`src/rtl/ysyx_23060184_mdu_pkg.sv`:
```
// Shared RV32M op encodings (funct3) and MDU control types.
package ysyx_23060184_mdu_pkg;

    localparam int MDU_OP_LENGTH = 3;

    localparam logic [MDU_OP_LENGTH-1:0] MDU_OP_MUL    = 3'd0;
    localparam logic [MDU_OP_LENGTH-1:0] MDU_OP_MULH   = 3'd1;
    localparam logic [MDU_OP_LENGTH-1:0] MDU_OP_MULHSU = 3'd2;
    localparam logic [MDU_OP_LENGTH-1:0] MDU_OP_MULHU  = 3'd3;
    localparam logic [MDU_OP_LENGTH-1:0] MDU_OP_DIV    = 3'd4;
    localparam logic [MDU_OP_LENGTH-1:0] MDU_OP_DIVU   = 3'd5;
    localparam logic [MDU_OP_LENGTH-1:0] MDU_OP_REM    = 3'd6;
    localparam logic [MDU_OP_LENGTH-1:0] MDU_OP_REMU   = 3'd7;

    typedef enum logic [1:0] {
        ST_IDLE,
        ST_BUSY,
        ST_DONE
    } mdu_state_e;

    function automatic logic is_div(input logic [MDU_OP_LENGTH-1:0] op);
        return op[2];
    endfunction

    function automatic logic is_rem(input logic [MDU_OP_LENGTH-1:0] op);
        return op[2] & op[1];
    endfunction

endpackage

```
`src/rtl/ysyx_23060184_mdu_div.sv`:
```
// Restoring divider on unsigned magnitudes: one quotient bit per step.
module ysyx_23060184_mdu_div #(
    parameter int W = 32
) (
    input  logic         clk,
    input  logic         rst,
    input  logic         load,
    input  logic         step,
    input  logic [W-1:0] dividend,
    input  logic [W-1:0] divisor,
    output logic [W-1:0] quotient,
    output logic [W-1:0] remainder
);

    logic [W-1:0] quo_q, quo_d;
    logic [W-1:0] rem_q, rem_d;
    logic [W-1:0] dvs_q, dvs_d;
    logic [W:0]   shifted;
    logic [W:0]   diff;

    always_comb begin
        quo_d   = quo_q;
        rem_d   = rem_q;
        dvs_d   = dvs_q;
        // Partial remainder with the next dividend bit shifted in from quo_q.
        shifted = {rem_q, quo_q[W-1]};
        diff    = shifted - {1'b0, dvs_q};
        if (load) begin
            quo_d = dividend;
            rem_d = '0;
            dvs_d = divisor;
        end else if (step) begin
            if (!diff[W]) begin
                rem_d = diff[W-1:0];
                quo_d = {quo_q[W-2:0], 1'b1};
            end else begin
                rem_d = shifted[W-1:0];
                quo_d = {quo_q[W-2:0], 1'b0};
            end
        end
    end

    always_ff @(posedge clk) begin
        if (rst) begin
            quo_q <= '0;
            rem_q <= '0;
            dvs_q <= '0;
        end else begin
            quo_q <= quo_d;
            rem_q <= rem_d;
            dvs_q <= dvs_d;
        end
    end

    assign quotient  = quo_q;
    assign remainder = rem_q;

endmodule

```
`src/rtl/ysyx_23060184_mdu.sv`:
```
// Iterative RV32M multiply/divide unit: shift-add multiplier and FSM here,
// restoring divider in a sub-module; div-by-zero and overflow finish at accept.
module ysyx_23060184_mdu
    import ysyx_23060184_mdu_pkg::*;
#(
    parameter int DATA_WIDTH = 32
) (
    input  logic                     clk,
    input  logic                     rst,
    input  logic                     in_valid,
    output logic                     in_ready,
    input  logic [DATA_WIDTH-1:0]    SrcA,
    input  logic [DATA_WIDTH-1:0]    SrcB,
    input  logic [MDU_OP_LENGTH-1:0] MDUOp,
    input  logic                     flush,
    output logic                     out_valid,
    input  logic                     out_ready,
    output logic [DATA_WIDTH-1:0]    Result
);

    localparam int W = DATA_WIDTH;

    mdu_state_e               state_q, state_d;
    logic [5:0]               cnt_q, cnt_d;
    logic [MDU_OP_LENGTH-1:0] op_q, op_d;
    logic                     neg_q, neg_d;
    logic                     bneg_q, bneg_d;
    logic [2*W-1:0]           acc_q, acc_d;
    logic [2*W-1:0]           mcand_q, mcand_d;
    logic [W-1:0]             mplier_q, mplier_d;
    logic [W-1:0]             result_q, result_d;

    logic                     a_sgn, b_sgn, sa, sb;
    logic [W-1:0]             a_mag, b_mag, quo, rem;
    logic                     bypass;
    logic [W-1:0]             bypass_res;
    logic [2*W-1:0]           addend;
    logic                     div_load, div_step;

    // Operand decode on the live inputs; only consumed on the accepting edge.
    always_comb begin
        a_sgn = 1'b0;
        b_sgn = 1'b0;
        case (MDUOp)
            MDU_OP_MULH:             begin a_sgn = 1'b1; b_sgn = 1'b1; end
            MDU_OP_MULHSU:           a_sgn = 1'b1;
            MDU_OP_DIV, MDU_OP_REM:  begin a_sgn = 1'b1; b_sgn = 1'b1; end
            default:                 ;
        endcase
        sa    = SrcA[W-1] & a_sgn;
        sb    = SrcB[W-1] & b_sgn;
        a_mag = sa ? -SrcA : SrcA;
        b_mag = sb ? -SrcB : SrcB;

        bypass     = 1'b0;
        bypass_res = '0;
        if (is_div(MDUOp)) begin
            if (SrcB == '0) begin
                bypass     = 1'b1;
                bypass_res = is_rem(MDUOp) ? SrcA : '1;
            end else if (a_sgn && SrcA == {1'b1, {(W-1){1'b0}}} && SrcB == '1) begin
                bypass     = 1'b1;
                bypass_res = is_rem(MDUOp) ? '0 : SrcA;
            end
        end
    end

    always_comb begin
        state_d  = state_q;
        cnt_d    = cnt_q;
        op_d     = op_q;
        neg_d    = neg_q;
        bneg_d   = bneg_q;
        acc_d    = acc_q;
        mcand_d  = mcand_q;
        mplier_d = mplier_q;
        result_d = result_q;
        div_load = 1'b0;
        div_step = 1'b0;
        addend   = mplier_q[0] ? mcand_q : '0;

        case (state_q)
            ST_IDLE: begin
                if (in_valid && !flush) begin
                    op_d  = MDUOp;
                    cnt_d = '0;
                    if (bypass) begin
                        result_d = bypass_res;
                        state_d  = ST_DONE;
                    end else begin
                        state_d  = ST_BUSY;
                        div_load = 1'b1;
                        acc_d    = '0;
                        mcand_d  = {{W{sa}}, SrcA};
                        mplier_d = SrcB;
                        bneg_d   = b_sgn;
                        neg_d    = (MDUOp == MDU_OP_DIV) ? (sa ^ sb) :
                                   (MDUOp == MDU_OP_REM) ? sa : 1'b0;
                    end
                end
            end
            ST_BUSY: begin
                if (flush) begin
                    state_d = ST_IDLE;
                    cnt_d   = '0;
                end else if (cnt_q < 6'(W)) begin
                    div_step = 1'b1;
                    cnt_d    = cnt_q + 6'd1;
                    // A signed multiplier's MSB carries weight -2^(W-1).
                    acc_d    = (cnt_q == 6'(W-1) && bneg_q) ? acc_q - addend : acc_q + addend;
                    mcand_d  = mcand_q << 1;
                    mplier_d = mplier_q >> 1;
                end else begin
                    state_d = ST_DONE;
                    cnt_d   = '0;
                    case (op_q)
                        MDU_OP_MUL:                              result_d = acc_q[W-1:0];
                        MDU_OP_MULH, MDU_OP_MULHSU, MDU_OP_MULHU: result_d = acc_q[2*W-1:W];
                        MDU_OP_DIV, MDU_OP_DIVU:                 result_d = neg_q ? -quo : quo;
                        default:                                 result_d = neg_q ? -rem : rem;
                    endcase
                end
            end
            ST_DONE: begin
                if (flush || out_ready) begin
                    state_d  = ST_IDLE;
                    result_d = '0;
                end
            end
            default: state_d = ST_IDLE;
        endcase
    end

    always_ff @(posedge clk) begin
        if (rst) begin
            state_q  <= ST_IDLE;
            cnt_q    <= '0;
            op_q     <= '0;
            neg_q    <= 1'b0;
            bneg_q   <= 1'b0;
            acc_q    <= '0;
            mcand_q  <= '0;
            mplier_q <= '0;
            result_q <= '0;
        end else begin
            state_q  <= state_d;
            cnt_q    <= cnt_d;
            op_q     <= op_d;
            neg_q    <= neg_d;
            bneg_q   <= bneg_d;
            acc_q    <= acc_d;
            mcand_q  <= mcand_d;
            mplier_q <= mplier_d;
            result_q <= result_d;
        end
    end

    ysyx_23060184_mdu_div #(
        .W(W)
    ) u_div (
        .clk       (clk),
        .rst       (rst),
        .load      (div_load),
        .step      (div_step),
        .dividend  (a_mag),
        .divisor   (b_mag),
        .quotient  (quo),
        .remainder (rem)
    );

    assign in_ready  = (state_q == ST_IDLE);
    assign out_valid = (state_q == ST_DONE);
    assign Result    = out_valid ? result_q : '0;

endmodule

```
`config.mk`:
```
export PLATFORM = sky130hd
export DESIGN_NAME = ysyx_23060184_mdu
export DESIGN_NICKNAME = d
export VERILOG_FILES = /design/src/rtl/ysyx_23060184_mdu_pkg.sv /design/src/rtl/ysyx_23060184_mdu_div.sv /design/src/rtl/ysyx_23060184_mdu.sv
export SDC_FILE = /design/constraint.sdc
export NUM_CORES = 1
export LEC_CHECK = 0
export BUFFER_PORTS_ARGS = -buffer_cell sky130_fd_sc_hd__buf_2
export CORE_ASPECT_RATIO = 1.75
export CORE_MARGIN = 4
export CORE_UTILIZATION = 64
export DETAILED_ROUTE_END_ITERATION = 10
export PLACE_DENSITY = 0.91
export SYNTH_ARGS = -nofsm -noshare
export SYNTH_HDL_FRONTEND = slang
export SYNTH_SLANG_ARGS = --single-unit
```
`constraint.sdc`:
```
create_clock -name clk -period 6.35 [get_ports clk]
set_input_delay 0.3175 -clock clk [delete_from_list [all_inputs] [get_ports clk]]
set_output_delay 0.3175 -clock clk [all_outputs]
set_load 0.01 [all_outputs]
```
==> results.json <==
{
  "status": "finished, final reports clean",
  "grt_pass1_wl_microns": 139000,
  "dr.first_iter.drc_count": 2630,
  "ys_ff_latch": 301,
  "postCtsSetupRepairBufs": 0,
  "max_freq_mhz": 178,
  "clkLatencyLatePin_ps": 620,
  "dpl.hpwl_microns": 69600,
  "synth_area_leaders": "dfxtp_1 (26%), nor2_1 (6.1%), a21oi_1 (5.9%)",
  "core-area_sq_um": 36000,
  "peakVddDrop_uv": 387,
  "die_y_microns": 261,
  "synth-seq-area-share": 0.258,
  "synth-simple-area-share": 0.233,
  "synthArstFlopShare": 0,
  "die-area_sq_um": 39700,
  "instances_no_fill": 3636,
  "highest_layer": "met5",
  "io_pins": 106,
  "num_vias": 25000,
  "final.period_utilization": 0.884,
  "yosys.cell_count.top_type": "nor2_1",
  "ys_top_cells_by_count": "nor2_1 (382), nand2_1 (347), dfxtp_1 (301)",
  "end_kind": "register",
  "place_congestion": 1.05,
  "antenna_left": 0,
  "synth_cells": 3183,
  "viasPerCell": 6.88,
  "period_needed_ps": 5620,
  "p_total_w": 0.0139,
  "fin_skew_ps": 39.8,
  "power.density_nw_per_um2": 559,
  "min_path_type": "input pin to register",
  "fillCellCount": 3053,
  "overflow": 0,
  "cts-root-buf": "clkbuf_16",
  "cp.required_ps": 6870,
  "routed-wl-met2_microns": 44500,
  "worstMarginPinSlew_ps": 1370,
  "cts_buffers": 30,
  "yosys.area_share.adder": 0.0585,
  "grt_util_all_layers": 0.448,
  "final_util": 0.692,
  "start_util": 0.648,
  "critPathKind": "register to register",
  "yosys_warnings": 0,
  "rsz0062_at_grt": "no",
  "cts.sinks": 301,
  "muxShareOfSynthArea": 0.0426,
  "synth.distinct_cells": 86,
  "placementRows": 92,
  "drive_gt1_frac": 0.0872,
  "syn_area_sq_um": 23400,
  "dp_cells": 3579,
  "synth_compound_area_frac": 0.263,
  "synthFlopType": "dfxtp_1",
  "cts_resized": 0,
  "synth_fp_nets": 3363,
  "htree_levels": 1,
  "tns_ps": 0,
  "drt_pass1_iterations": 6,
  "cp_max_fo": 7,
  "area_growth_pct": 6.81,
  "port_buffers": 105,
  "slew_violations": 0,
  "grt_pass1_vias": 24400,
  "cts_buffer_depth": 3,
  "cap_violations": 0,
  "finalSetupViolCount": 0,
  "critPathArrivalTime_ps": 6130,
  "cts_tree": "built",
  "nets": 3323,
  "clk_pin_slew_worst_paths_ps": 70,
  "drc_errors": 0,
  "synth_top_area_share": 0.258,
  "synth_xor_area_frac": 0.0915,
  "hold_violations": 0,
  "synth_top_family_by_area": "compound AO/OA/AOI/OAI gates",
  "routedWlPerCell_microns": 25.5,
  "antenna_found_initial": 6,
  "wl_met3_microns": 6810,
  "critPathLaunchType": "register",
  "leakage_nw": 9.63,
  "synth_area_leader_cell": "dfxtp_1",
  "grt_max_degree": 120,
  "slew_headroom": 0.0857,
  "synth.avg_cell_area_sq_um": 7.34,
  "drt-total-wl_microns": 92900,
  "die_x_microns": 152,
  "ctsHoldBuffers": 0,
  "synth_edf_count": 0,
  "wl_met1_microns": 28700
}
-- critical path, stage by stage, from the launching register on --
cell and delay, ps:
dfxtp_1 360, nor4_1 500, nand4b_1 200, o31a_1 330
nor3b_2 260, nand2_1 140, a21oi_1 290, nand2_1 140
o31ai_1 230, mux2_2 360, nand2_1 250, ha_1 370
a21o_1 210, a21oi_1 180, o21ai_0 120, a21oi_1 280
a21boi_0 200, or4_1 530, nand2_1 90, xor2_1 210
a21oi_1 100, o22ai_1 170
-- per-stage QoR --
stage	cell area (sq um)	hold slack (ps)	worst slack, ps
finish	24900	15.2	734
global route	24900	48.2	333
CTS	24900	15.9	772
detailed placement	23900	452	866
global placement	23900	441	896
floorplan	23400	432	1340
-- logic make-up after synthesis --
group	count (synthesis)
xor gates and xnor gates	244
adders and majority gates	108
AOI/OAI and AO/OA	966
and+or+nand+nor	1160
muxes	98
buffers and inverters	306
DFF	301
-- sequential cells by signal, indices dropped and copies added (netlist names), 2 cells and up --
signal           flops
acc_q               64
cnt_q                6
mcand_q             64
mplier_q            32
op_q                 3
result_q            32
state_q              2
u_div.dvs_q         32
u_div.quotient      32
u_div.remainder     32
-- cell type report --
| type | instances | area [sq um] | share of cell area |
|---|---|---|---|
| sequential | 301 | 6030 | 0.242 |
| timing repair buffer | 142 | 807 | 0.0324 |
| inverter | 92 | 345 | 0.0138 |
| multi-input combinational | 2576 | 16100 | 0.647 |
| clock inverter | 20 | 262 | 0.0105 |
| tap | 470 | 588 | 0.0236 |
| clock buffer | 33 | 772 | 0.0310 |
| antenna | 2 | 5.00 | 0.000201 |
-- layout by cell type, fill, tap and decap left out, drive strengths merged, types with 27 or more instances in the layout --
master | Yosys | layout
ha | 106 | 106
and2 | 42 | 42
nor2 | 384 | 384
xor2 | 119 | 119
o211ai | 42 | 42
a21oi | 274 | 274
or4 | 27 | 27
nand2b | 31 | 31
a21o | 46 | 46
inv | 92 | 96
buf | 53 | 140
xnor2 | 125 | 125
nor3 | 76 | 76
a311oi | 34 | 34
clkbuf | 161 | 35
o31ai | 45 | 45
a211oi | 109 | 109
nand2 | 347 | 347
o21ai | 221 | 221
mux2i | 87 | 87
nand3 | 103 | 103
a31oi | 70 | 70
dfxtp | 301 | 301
-- per-layer routing --
metal  global-route usage  up-vias
met3               0.0811      589
met2                0.776     1398
met4                0.486        8
met5                    0        -
li1                     -    11400
met1                0.423    11700
-- report_power, final --
group	switching (W)	internal (W)	leakage, nW
clock	0.000860	0.00109	0.511
sequential	0.000566	0.00234	2.46
combinational	0.00583	0.00325	6.66
total	0.00726	0.00668	9.63
-- final timing paths --
check	from	endpoint	slack (ps)	cells past startpoint
worst min-delay path	MDUOp[0]	op_q[0]	20	3
worst max-delay path	mcand_q[10]	acc_q[63]	730	21
worst min register to register	mplier_q[31]	mplier_q[31]	460	2
worst max register to register	mcand_q[10]	acc_q[63]	730	21
No activity file was read; power rests on OpenSTA's default activity.
